**src/rtl/clock_div_pkg.sv**
```systemverilog
// Shared types and constants for the programmable clock divider.
package clock_div_pkg;

  localparam int CNT_W_DEF       = 8;
  localparam int DEFAULT_DIV_DEF = 3;
  localparam int MIN_DIV         = 2;

  typedef enum logic [1:0] {
    STOP   = 2'd0,
    RUN    = 2'd1,
    CHANGE = 2'd2
  } state_t;

endpackage

```
**src/rtl/clock_div_ctrl_if.sv**
```systemverilog
// Ratio-change handshake between configuration logic and the divider.
interface clock_div_ctrl_if
  import clock_div_pkg::*;
#(
  parameter int CNT_W = CNT_W_DEF
) ();

  logic             cfg_valid;
  logic [CNT_W-1:0] cfg_div;
  logic             cfg_ready;
  logic             cfg_err;

  modport master (output cfg_valid, cfg_div, input  cfg_ready, cfg_err);
  modport slave  (input  cfg_valid, cfg_div, output cfg_ready, cfg_err);

endinterface

```
**src/rtl/clock_div_core.sv**
```systemverilog
// Period counter and two-edge phase generator producing a 50% duty divided clock.
module clock_div_core
  import clock_div_pkg::*;
#(
  parameter int CNT_W = CNT_W_DEF
) (
  input  logic             clock_in,
  input  logic             reset,
  input  logic             run,
  input  logic [CNT_W-1:0] div,
  output logic             clock_out,
  output logic             wrap,
  output logic             tick
);

  logic [CNT_W-1:0] cnt;
  logic [CNT_W-1:0] cnt_nxt;
  logic [CNT_W-1:0] half;
  logic             active;
  logic             pos_hi;
  logic             neg_hi;

  assign half = div >> 1;
  assign wrap = active && (cnt == div - CNT_W'(1));

  always_comb begin
    cnt_nxt = cnt + CNT_W'(1);
    if (!active || wrap) cnt_nxt = '0;
  end

  // pos_hi and tick are registered from cnt_nxt so they line up with the new count
  always_ff @(posedge clock_in or posedge reset) begin
    if (reset) begin
      active <= 1'b0;
      cnt    <= '0;
      pos_hi <= 1'b0;
      tick   <= 1'b0;
    end else if (!run) begin
      active <= 1'b0;
      cnt    <= '0;
      pos_hi <= 1'b0;
      tick   <= 1'b0;
    end else begin
      active <= 1'b1;
      cnt    <= cnt_nxt;
      pos_hi <= (cnt_nxt < half);
      tick   <= (cnt_nxt == '0);
    end
  end

  // Half-cycle stretch for odd ratios
  always_ff @(negedge clock_in or posedge reset) begin
    if (reset) neg_hi <= 1'b0;
    else       neg_hi <= pos_hi;
  end

  assign clock_out = pos_hi | (div[0] & neg_hi);

endmodule

```
**src/rtl/clock_div_ctrl.sv**
```systemverilog
// Divider sequencer: run/stop FSM, ratio handshake, pending ratio and lock status.
module clock_div_ctrl
  import clock_div_pkg::*;
#(
  parameter int CNT_W       = CNT_W_DEF,
  parameter int DEFAULT_DIV = DEFAULT_DIV_DEF
) (
  input  logic                   clock_in,
  input  logic                   reset,
  input  logic                   enable,
  clock_div_ctrl_if.slave        cfg,
  output logic                   clock_out,
  output logic                   tick,
  output logic [CNT_W-1:0]       cur_div,
  output logic                   locked
);

  state_t           state;
  state_t           state_nxt;
  logic [CNT_W-1:0] pending;
  logic             wrap;
  logic             run;
  logic             xfer;
  logic             bad_div;

  assign xfer    = cfg.cfg_valid & cfg.cfg_ready;
  assign bad_div = cfg.cfg_div < CNT_W'(MIN_DIV);

  always_ff @(posedge clock_in or posedge reset) begin
    if (reset) state <= STOP;
    else       state <= state_nxt;
  end

  // enable and ratio swaps only take effect at a period boundary (wrap)
  always_comb begin
    state_nxt = state;
    case (state)
      STOP:    if (enable) state_nxt = RUN;
      RUN: begin
        if (wrap && !enable)      state_nxt = STOP;
        else if (xfer && !bad_div) state_nxt = CHANGE;
      end
      CHANGE:  if (wrap) state_nxt = enable ? RUN : STOP;
      default: state_nxt = STOP;
    endcase
  end

  // Core starts one cycle after RUN entry and stops on the boundary edge itself
  always_comb begin
    cfg.cfg_ready = (state != CHANGE);
    run           = (state != STOP) && (state_nxt != STOP);
  end

  always_ff @(posedge clock_in or posedge reset) begin
    if (reset) begin
      cur_div     <= CNT_W'(DEFAULT_DIV);
      pending     <= '0;
      locked      <= 1'b0;
      cfg.cfg_err <= 1'b0;
    end else begin
      cfg.cfg_err <= xfer && bad_div;
      if (xfer && !bad_div) begin
        if (state == STOP || state_nxt == STOP) cur_div <= cfg.cfg_div;
        else                                    pending <= cfg.cfg_div;
      end
      if (state == CHANGE && wrap) cur_div <= pending;
      if (state_nxt == STOP)           locked <= 1'b0;
      else if (xfer && !bad_div)       locked <= 1'b0;
      else if (state == RUN && wrap)   locked <= 1'b1;
    end
  end

  clock_div_core #(.CNT_W(CNT_W)) u_core (
    .clock_in  (clock_in),
    .reset     (reset),
    .run       (run),
    .div       (cur_div),
    .clock_out (clock_out),
    .wrap      (wrap),
    .tick      (tick)
  );

endmodule

```
**src/flat_wrapper.sv**
```systemverilog
// flat-port wrapper written by rule: the top's interface ports become plain ports
module clock_div_ctrl_flat import clock_div_pkg::*;
#(
  parameter int CNT_W       = CNT_W_DEF,
  parameter int DEFAULT_DIV = DEFAULT_DIV_DEF
)
  (clock_in, reset, enable, clock_out, tick, cur_div, locked, cfg_cfg_valid, cfg_cfg_div, cfg_cfg_ready, cfg_cfg_err);
  clock_div_ctrl_if #(.CNT_W(CNT_W)) cfg_i ();
  input  logic clock_in;
  input  logic reset;
  input  logic enable;
  output logic clock_out;
  output logic tick;
  output logic [CNT_W-1:0] cur_div;
  output logic locked;
  input wire logic [$bits(cfg_i.cfg_valid)-1:0] cfg_cfg_valid;
  input wire logic [$bits(cfg_i.cfg_div)-1:0] cfg_cfg_div;
  output wire logic [$bits(cfg_i.cfg_ready)-1:0] cfg_cfg_ready;
  output wire logic [$bits(cfg_i.cfg_err)-1:0] cfg_cfg_err;
  assign cfg_i.cfg_valid = cfg_cfg_valid;
  assign cfg_i.cfg_div = cfg_cfg_div;
  assign cfg_cfg_ready = cfg_i.cfg_ready;
  assign cfg_cfg_err = cfg_i.cfg_err;
  clock_div_ctrl #(.CNT_W(CNT_W), .DEFAULT_DIV(DEFAULT_DIV)) u_core (.clock_in(clock_in), .reset(reset), .enable(enable), .cfg(cfg_i), .clock_out(clock_out), .tick(tick), .cur_div(cur_div), .locked(locked));
endmodule
```
**config.mk**
```make
export PLATFORM = sky130hd
export DESIGN_NAME = clock_div_ctrl_flat
export DESIGN_NICKNAME = d
export VERILOG_FILES = /design/src/rtl/clock_div_pkg.sv /design/src/rtl/clock_div_ctrl_if.sv /design/src/rtl/clock_div_core.sv /design/src/rtl/clock_div_ctrl.sv /design/src/flat_wrapper.sv
export SDC_FILE = /design/constraint.sdc
export NUM_CORES = 1
export LEC_CHECK = 0
export ABC_AREA = 1
export CORE_AREA = 2 2 63 65
export DETAILED_ROUTE_END_ITERATION = 7
export DIE_AREA = 0 0 65 67
export PLACE_DENSITY = 0.81
export SLEW_MARGIN = 20
export SYNTH_ARGS = -nofsm -noshare
export SYNTH_HDL_FRONTEND = slang
export SYNTH_SLANG_ARGS = --single-unit
```
**constraint.sdc**
```tcl
create_clock -name clock_in -period 6.9 [get_ports clock_in]
set_input_delay 1.035 -clock clock_in [delete_from_list [all_inputs] [get_ports clock_in]]
set_output_delay 1.035 -clock clock_in [all_outputs]
set_load 0.01 [all_outputs]
```
### Yosys cells after proc, flatten, opt, wreduce, memory -nomap -nowiden

Index checks and enable logic that the tools add are counted.

* add/subtract/negate cells: 2
* multipliers: 0
* divide/modulo/power cells: 0
* order comparisons: 2
* equality and inequality tests: 4
* shift operators: 0
* mux-type cells: 17
* bitwise operators: 4
* reduce and logical (&&, ||, !) cells: 22

Operators by type and width (count)
* $mux W8: 5
* $add A8 B1 Y8 const B: 1
* $eq A8 B8 Y1: 1
* $logic_not A8 Y1: 1
* $lt A8 B2 Y1 const B: 1
* $lt A8 B7 Y1: 1
* $mux W2: 4
* $reduce_bool A2 Y1: 4
* $sub A8 B1 Y8 const B: 1
* $logic_and A1 B1 Y1: 7
* $mux W1: 7
* $pmux W2 S3: 1
* $logic_not A2 Y1: 2
* $reduce_and A2 Y1: 2
* $logic_not A1 Y1: 3
* $reduce_bool A3 Y1: 1
* $and A1 B1 Y1: 2
* $eq A2 B1 Y1 const B: 1
* $eq A2 B2 Y1 const B: 1
* $logic_or A1 B1 Y1: 2
* $ne A2 B2 Y1 const B: 1
* $not A1 Y1: 1
* $or A1 B1 Y1: 1

* register bits after elaboration: 32
* latch bits: 0
* RAM bits: 0
* ROM bits: 0
* bits of input ports: 12
* output and inout port bits: 13
* memories: 0

### Longest topological paths before layout

Gate-level depths: netlist (run 1).

* depth in word-level cells: 11
* mapped depth: 20

### Cells and area by module

Synthesis (run 1) repeated with hierarchy kept, for this count alone.

* cell total of the unflattened synthesis: 266
* area, all modules: 2072.0 sq um

By module, submodules not included
* clock_div_ctrl: times used 1, cells each 119, area an instance 1043.5 sq um, seq. area each 503.0 sq um
* clock_div_core: times used 1, cells each 147, area an instance 1028.5 sq um, seq. area each 300.3 sq um

==> metrics.txt, run 1 <==
total power 378 uW; peak supply drop 121 uV; # rows 22; Detailed Routing Iterations Pass 1 4; # fillers 328; TNS Setup 0 ns; Worst-path clk slew 0.06 ns; Synth area leaders dfrtp_1 (35%), nand2_1 (15%), inv_1 (9.0%); largest net degree at the start of global routing 33; vias in the first global route 1721; Slew Viols, Final 0; Distinct cells, synth 35; n_diodes 0; post-DR wirelength/cell 11.7 um; outcome complete, no violations; syn_area_per_cell 7.31 um2; Critical Path RT 5.86 ns; initial DRC count 115; Multi-input gate area 1060 um2; Yosys reg bits 32; Port Buf Inserts 24; Sink Count 32; Core Footprint 3610 um2; WP data arrival 4.75 ns; via count 1820; CTS buffer count 5; dpl hpwl 3290 um; Max-slew headroom 0.733; Reg area 803 um2; P per Cell Area 152 nW/um2; initial antenna violation count 0; Post-Route WL 4260 um; Setup Fix Bufs, Post-CTS 0; nets 335; worst hold path type register to register; CTS tree yes; RSZ-0062 raised after global routing no; Final setup viols 0; die area 4360 um2; Synth Net Count 306; count leader, synth nand2_1; first-pass GRT wire length 7600 um; skew final 0.00654 ns; Clk Latency, worst-skew pair 0.29 ns; slowest CP cell clkdlybuf4s50_1; Chip Height 67 um; Synth top cells by count nand2_1 (81), inv_1 (50), dfrtp_1 (29); clock root buffer clkbuf_8; Syn Inst Count 286; layout cells sized above 1 0.120; io pins 25; htree depth 2; startpoint types register; Synth top area share 0.347; worst path cell trace a21o_1 -> clkdlybuf4s50_1; area delta synth->final 18.9%; Main synth FF type dfrtp_1; YS warnings 0; critical path endpoint category output port; synthesized cell area 2090 um2; async set-or-reset flop fraction in the synthesized netlist 1.00; post-cts sizing count 0; DRC 0; RePlAce Congestion 0.836; Hold Fails Final Rpt 0; starting density of the core 0.580; Pleak 0.00130 uW; DRT antenna net count 0; Chip Width 65 um; vias per cell 5.00; total track usage 0.231; Worst Path Max Fanout 1; Post-Place Cell Area 2380 um2; post-route cell area 2490 um2; Worst-Margin Slew 0.400 ns; Largest stage delay, worst path 0.52 ns; critical path class register to output port; total of max-cap violations 0; Post-synth EDFFs 0; post-synth top area cell dfrtp_1; Seq/Total Area, Yosys 0.384; clk buf depth 2; GR Overflow Total 0; hold buffers post-CTS 0
-- critical path: cells and delay by family (launching register included) --
family	cells	cell delay [ns]
buffers and inverters	1	0.52
flip-flops	1	0.38
AO/OA/AOI/OAI	1	0.10
-- registers in the layout, indices dropped and copies added (netlist names) --
name / count
u_core.cfg.cfg_err: 1
u_core.cur_div: 8
u_core.locked: 1
u_core.pending: 8
u_core.state: 2
u_core.u_core.active: 1
u_core.u_core.cnt: 8
u_core.u_core.neg_hi: 1
u_core.u_core.pos_hi: 1
u_core.u_core.tick: 1
-- cells by family after synthesis --
logic type,share of synthesized area
and+or+nand+nor,0.364
AOI/OAI and AO/OA,0.0754
DFF,0.384
buffers and inverters,0.107
adders and majority gates,0.0479
xor gates and xnor gates,0.0209
-- metrics by stage --
stage	util	cells	setup slack (ns)	hold slack [ns]
5_1_grt	0.689	364	1.07	0.514
3_3_place_gp	0.660	356	1.43	0.468
6_report	0.689	364	1.12	0.486
2_1_floorplan	-	286	1.81	0.453
3_5_place_dp	0.660	356	1.42	0.474
4_1_cts	0.689	364	1.11	0.491
-- where the power goes --
part | switching [uW] | leakage (uW) | total, uW | internal [uW]
clock network | 69.0 | 0.0000552 | 176 | 107
logic | 6.94 | 0.000863 | 13.9 | 6.98
registers | 0 | 0.000378 | 188 | 188
-- metal layers --
layer	GRT usage	vias to the layer above	wire (um)
li1	-	953	-
met1	0.288	830	1930
met2	0.387	32	2070
met3	0.0557	5	191
met4	0.0851	0	59
met5	0	-	0
-- final cells by class --
class,count,area share
flip-flops and latches,32,0.323
well taps,48,0.0242
multi-input cells,197,0.428
clock inverters,2,0.0141
clock buffers,6,0.0292
repair buffers,25,0.0996
inverters,54,0.0820
-- path summary, 6_finish.rpt --
check	endpoint	slack (ns)	cells past startpoint	start
max reg2reg	u_core.u_core.neg_hi	2.93	0	u_core.u_core.pos_hi
max in group asynchronous	u_core.u_core.neg_hi	2.12	3	reset
min	u_core.pending[7]	0.49	2	u_core.pending[7]
max	clock_out	1.12	2	u_core.u_core.neg_hi
min reg2reg	u_core.pending[7]	0.49	2	u_core.pending[7]
min in group asynchronous	u_core.cfg.cfg_err	1.13	3	reset
-- cells in the final DEF (no fill, tap or decap), types with 2 or more instances in the layout --
| master | Yosys | layout |
|---|---|---|
| clkbuf_8 | 0 | 5 |
| nand4_1 | 2 | 2 |
| nor3_2 | 4 | 4 |
| o21ai_0 | 20 | 20 |
| inv_2 | 3 | 3 |
| nand2_4 | 3 | 3 |
| nand3b_1 | 2 | 2 |
| nor2_2 | 2 | 2 |
| nand2_1 | 81 | 81 |
| nand2_2 | 7 | 7 |
| nor2_4 | 3 | 3 |
| nor3_1 | 4 | 4 |
| nor2_1 | 25 | 25 |
| ha_1 | 8 | 8 |
| a21oi_1 | 2 | 2 |
| clkdlybuf4s50_1 | 0 | 24 |
| xnor2_1 | 3 | 3 |
| nand3_1 | 19 | 19 |
| xor2_1 | 2 | 2 |
| dfstp_2 | 2 | 2 |
| clkinv_2 | 1 | 2 |
| inv_1 | 50 | 50 |
| dfrtp_1 | 29 | 29 |
Note: power is estimated with default switching activity, not from simulation.
==> run 2: changes to the inputs <==
CORE_AREA = 2 2 65 67   (was 2 2 63 65)
DIE_AREA = 0 0 67 69   (was 0 0 65 67)
PLACE_DENSITY = 0.77   (was 0.81)
clock period = 5.5 ns   (was 6.9 ns; I/O delays follow)
==> run 2 against run 1 <==
  * Register-to-register slack got worse by 0.72 ns
  * Utilization fell by 5.4 points
  * Cell count rose by 0.55%
  * Hold slack improved by 0.0011 ns
  * Die area rose by 6.2%
  * Final area rose by 0.10%
  * Largest cell class unchanged
  * Highest routed layer unchanged
==> metrics.txt, run 2 (synthesis gave the netlist of run 1 again) <==
CTS buffer count 5; hold_sp u_core.pending[5]; worst path cell trace a21o_1 -> clkdlybuf4s50_1; Slew Viols, Final 0; commonest non-fill, non-tap cell in the layout nand2_1; io pins 25; critical path endpoint category output port; Setup Fix Bufs, Post-CTS 0; Clk Latency, worst-skew pair 0.29 ns; final worst setup slack 0.632 ns; r2r endpoint u_core.u_core.neg_hi; CTS tree yes; vias in the first global route 1812; clock root buffer clkbuf_8; Port Buf Inserts 24; slowest CP cell clkdlybuf4s50_1; P per Cell Area 191 nW/um2; Max-slew headroom 0.732; hold path cells 2; TNS Setup 0 ns; dpl hpwl 3310 um; most frequent cells in the layout nand2_1 (81), inv_1 (50), dfrtp_1 (29); WP data arrival 4.04 ns; total of max-cap violations 0; worst hold path type register to register; DRT antenna net count 0; n_diodes 0; Post-Route WL 4280 um; total track usage 0.214; area delta synth->final 19.0%; starting density of the core 0.534; Sink Count 32; Critical Path RT 4.68 ns; Core Footprint 3910 um2; RePlAce Congestion 0.882; met3 WL 165 um; DR WL met2 2090 um; hold buffers post-CTS 0; top layer in use met4; post-cts sizing count 0; nets 335; layout cells sized above 1 0.120; setup slack, reg-to-reg 2.21 ns; startpoint types register; peak supply drop 205 uV; first-pass GRT wire length 7710 um; initial antenna violation count 0; die area 4620 um2; Top Registers u_core.cur_div (8), u_core.pending (8), u_core.u_core.cnt (8); skew final 0.0146 ns; largest net degree at the start of global routing 32; Hold Fails Final Rpt 0; Detailed Routing Iterations Pass 1 4; Worst R2R Start u_core.u_core.pos_hi; Reg2Reg Depth 0; Chip Width 67 um; Worst-Margin Slew 0.402 ns; Largest stage delay, worst path 0.53 ns; outcome complete, no violations; Final setup viols 0; Min-Delay Endpoint u_core.pending[5]; critical path class register to output port; RSZ-0062 raised after global routing no; GR Overflow Total 0; initial DRC count 73; htree depth 2; via count 1827; Pleak 0.00130 uW; # rows 23; Worst-path clk slew 0.07 ns; Chip Height 69 um; post-DR wirelength/cell 11.7 um; vias per cell 4.99; clk buf depth 2; dpl ws 0.926 ns; Worst Path Max Fanout 1; DRC 0; wl on met1 1980 um
[run 2: cell counts in the layout (fill, tap and decap cells not counted)]
No cell type changed its count.
[run 2: critical path, delay by kind of cell, from the launching register on]
kind	cells	cell delay, ns
buf+inv	1	0.53
compound gates	1	0.10
flops	1	0.38
[run 2: final cells by class]
type / instances / area, um2
fill: 375 / 1430
tap: 50 / 62.6
sequential: 32 / 803
multi-input combinational: 197 / 1060
clock buffer: 6 / 72.6
timing repair buffer: 25 / 248
clock inverter: 2 / 35.0
inverter: 54 / 204
[run 2: worst max path at each step]
| stage | from | slack (ns) | endpoint |
|---|---|---|---|
| after global routing | u_core.u_core.neg_hi | 0.59 | clock_out |
| final | u_core.u_core.neg_hi | 0.63 | clock_out |
| after detailed placement | u_core.u_core.neg_hi | 0.93 | clock_out |
| after global placement | u_core.u_core.neg_hi | 0.94 | clock_out |
| after CTS | u_core.u_core.neg_hi | 0.62 | clock_out |
| after floorplan | reset | 1.32 | u_core.u_core.neg_hi |
[run 2: where the power goes]
group	switching [uW]	leakage (uW)	internal [uW]
clock	88.1	0.0000552	134
combinational	8.94	0.000863	8.73
sequential	0	0.000378	235
[run 2: metrics by stage]
stage / hold slack (ns) / cell area (um2) / std cells / power (uW) / util
after floorplan: 0.453 / 2090 / 286 / 247 / -
after global routing: 0.521 / 2490 / 366 / 495 / 0.636
final: 0.487 / 2490 / 366 / 476 / 0.636
after detailed placement: 0.474 / 2380 / 358 / 258 / 0.608
after CTS: 0.491 / 2490 / 366 / 482 / 0.636
after global placement: 0.467 / 2380 / 358 / 258 / 0.608
[run 2: per-layer routing]
| metal | vias up | GRT usage |
|---|---|---|
| li1 | 943 | - |
| met1 | 844 | 0.277 |
| met2 | 35 | 0.347 |
| met3 | 5 | 0.0555 |
| met4 | 0 | 0.0658 |
| met5 | - | 0 |
==> run 3: changes to the inputs <==
CORE_AREA = 2 2 64 66   (was 2 2 65 67)
DIE_AREA = 0 0 66 68   (was 0 0 67 69)
GPL_ROUTABILITY_DRIVEN = 0   (was not set)
PLACE_DENSITY = 0.79   (was 0.77)
SYNTH_HIERARCHICAL = 1   (was not set)
==> run 3 against run 2 <==
  * Via count is 3.6% lower
  * First-iteration DRC count down 2.7%
  * Critical path depth unchanged
  * Cell count fell by 5.5%
  * Sequential share of layout area rose by 0.21 points
  * Synthesized cell count down 7.0%
  * Clock skew shrank 0.0077 ns
  * Setup slack got worse by 0.013 ns
  * Clock power is essentially flat
  * Largest cell class unchanged
==> metrics.txt, run 3 <==
outcome complete, no violations; via count 1762; initial DRC count 71; GR Overflow Total 0; count leader, synth nand2_1; starting density of the core 0.537; Critical Path RT 4.68 ns; Core Footprint 3860 um2; area delta synth->final 19.3%; total of max-cap violations 0; DRT antenna net count 0; clk buf depth 2; Seq/Total Area, Yosys 0.388; initial antenna violation count 0; layout cells sized above 1 0.155; Setup Fix Bufs, Post-CTS 0; vias in the first global route 1602; Max-slew headroom 0.502; Worst-path clk slew 0.06 ns; die area 4490 um2; most frequent cells in the layout nand2_1 (60), inv_1 (33), nor2_1 (33); Slew Viols, Final 0; worst path cell trace a21o_1 -> clkdlybuf4s50_1; total track usage 0.207; hold_ws 0.485 ns; Synth area leaders dfrtp_1 (35%), nand2_1 (11%), nand3_1 (6.3%); CTS tree yes; Main synth FF type dfrtp_1; P per Cell Area 476 nW/um2; skew final 0.00690 ns; slowest CP cell clkdlybuf4s50_1; peak supply drop 390 uV; Detailed Routing Iterations Pass 1 4; Worst Path Max Fanout 1; dpl hpwl 3180 um; n_diodes 0; Synth Net Count 285; Post-Route WL 4080 um; async set-or-reset flop fraction in the synthesized netlist 1.00; Comb pwr share 0.472; Worst-Margin Slew 0.746 ns; worst hold path type register to register; post-synth top area cell dfrtp_1; YS warnings 6; vias per cell 5.09; Seq pwr share 0.341; Port Buf Inserts 24; Synth top area share 0.350; post-DR wirelength/cell 11.8 um; # rows 23; Final setup viols 0; Distinct cells, synth 32; fin cells 346; Largest stage delay, worst path 0.53 ns; post-cts sizing count 0; io pins 25; Switching Share 0.413; RSZ-0062 raised after global routing no; Syn Inst Count 266; WP data arrival 4.06 ns; startpoint types register; Sink Count 32; TNS Setup 0 ns; Yosys reg bits 32; htree depth 2; Post-synth EDFFs 0; Clock power frac 0.187; synthesized cell area 2070 um2; nets 314; Clk Latency, worst-skew pair 0.29 ns; Chip Height 68 um; Pleak 0.00127 uW; Chip Width 66 um; hold buffers post-CTS 0; clock root buffer clkbuf_8; DRC 0; Hold Fails Final Rpt 0; largest net degree at the start of global routing 21; Int Power 690 uW; Placed Cells 338; Synth top cells by count nand2_1 (60), inv_1 (33), nor2_1 (33); commonest non-fill, non-tap cell in the layout nand2_1; switching pwr 486 uW; critical path endpoint category output port; first-pass GRT wire length 6930 um; Top Registers u_core/cur_div (8), u_core/pending (8), u_core/u_core/cnt (8); syn_area_per_cell 7.79 um2; critical path class register to output port; CTS buffer count 5
[run 3: changes by cell type after synthesis, sizes merged, moves of 2 or more]
| cell | change |
|---|---|
| nand2 | -23 |
| inv | -13 |
| nand3 | +11 |
| o21ai | -9 |
| mux2 | +7 |
| nor2 | +7 |
| nor3 | -5 |
| xor2 | +5 |
| nand4 | +2 |
[run 3: stage by stage]
stage / util / power (uW) / worst slack [ns] / instance area (um2)
after global routing: 0.641 / 1270 / 0.574 / 2470
after floorplan: - / 789 / 1.42 / 2070
after global placement: 0.613 / 948 / 0.938 / 2360
after CTS: 0.641 / 1190 / 0.608 / 2470
after detailed placement: 0.613 / 965 / 0.923 / 2360
final: 0.641 / 1180 / 0.620 / 2470
[run 3: metal layers]
layer | share of wire | global-route usage | vias up
li1 | - | - | 911
met1 | 0.45 | 0.247 | 789
met2 | 0.49 | 0.357 | 45
met3 | 0.035 | 0.0461 | 17
met4 | 0.031 | 0.0969 | 0
met5 | 0 | 0 | -
[run 3: area by class of cell]
class	instances	area (um2)
clock inverter	2	35.0
multi-input combinational	191	1100
sequential	32	803
tap	50	62.6
timing repair buffer	24	240
inverter	41	156
clock buffer	6	72.6
fill	347	1380
[run 3: cell families (layout without fill, tap and decap cells)]
group	Yosys count	in the layout	share of synthesized area
buffers and inverters	43	73	0.0803
flip-flops	32	32	0.388
XOR/XNOR	11	11	0.0465
AND/OR/NAND/NOR	146	146	0.340
multiplexers	7	7	0.0380
AO/OA/AOI/OAI	20	20	0.0652
adder cells (fa/ha/maj)	7	7	0.0423
[run 3: worst max-delay path: cells and delay by family (launching register included)]
kind	cells	cell delay [ns]
buffers and inverters	1	0.53
AOI/OAI and AO/OA	1	0.11
DFF	1	0.38
[run 3: final timing paths]
kind | cells past startpoint | slack [ns] | startpoint | end
max reg2reg | 0 | 2.21 | u_core/u_core/pos_hi | u_core/u_core/neg_hi
max in group asynchronous | 2 | 1.66 | reset | u_core/u_core/neg_hi
min | 2 | 0.48 | u_core/pending[2] | u_core/pending[2]
max | 2 | 0.62 | u_core/u_core/neg_hi | clock_out
min reg2reg | 2 | 0.48 | u_core/pending[2] | u_core/pending[2]
min in group asynchronous | 2 | 0.86 | reset | u_core/u_core/pos_hi
[run 3: power groups by stage]
stage	Combinational, uW	Clock, uW	Sequential [uW]
floorplan	390	0	398
global placement	545	0	403
detailed placement	559	0	406
CTS	562	224	402
global route	627	234	414
finish	556	220	401
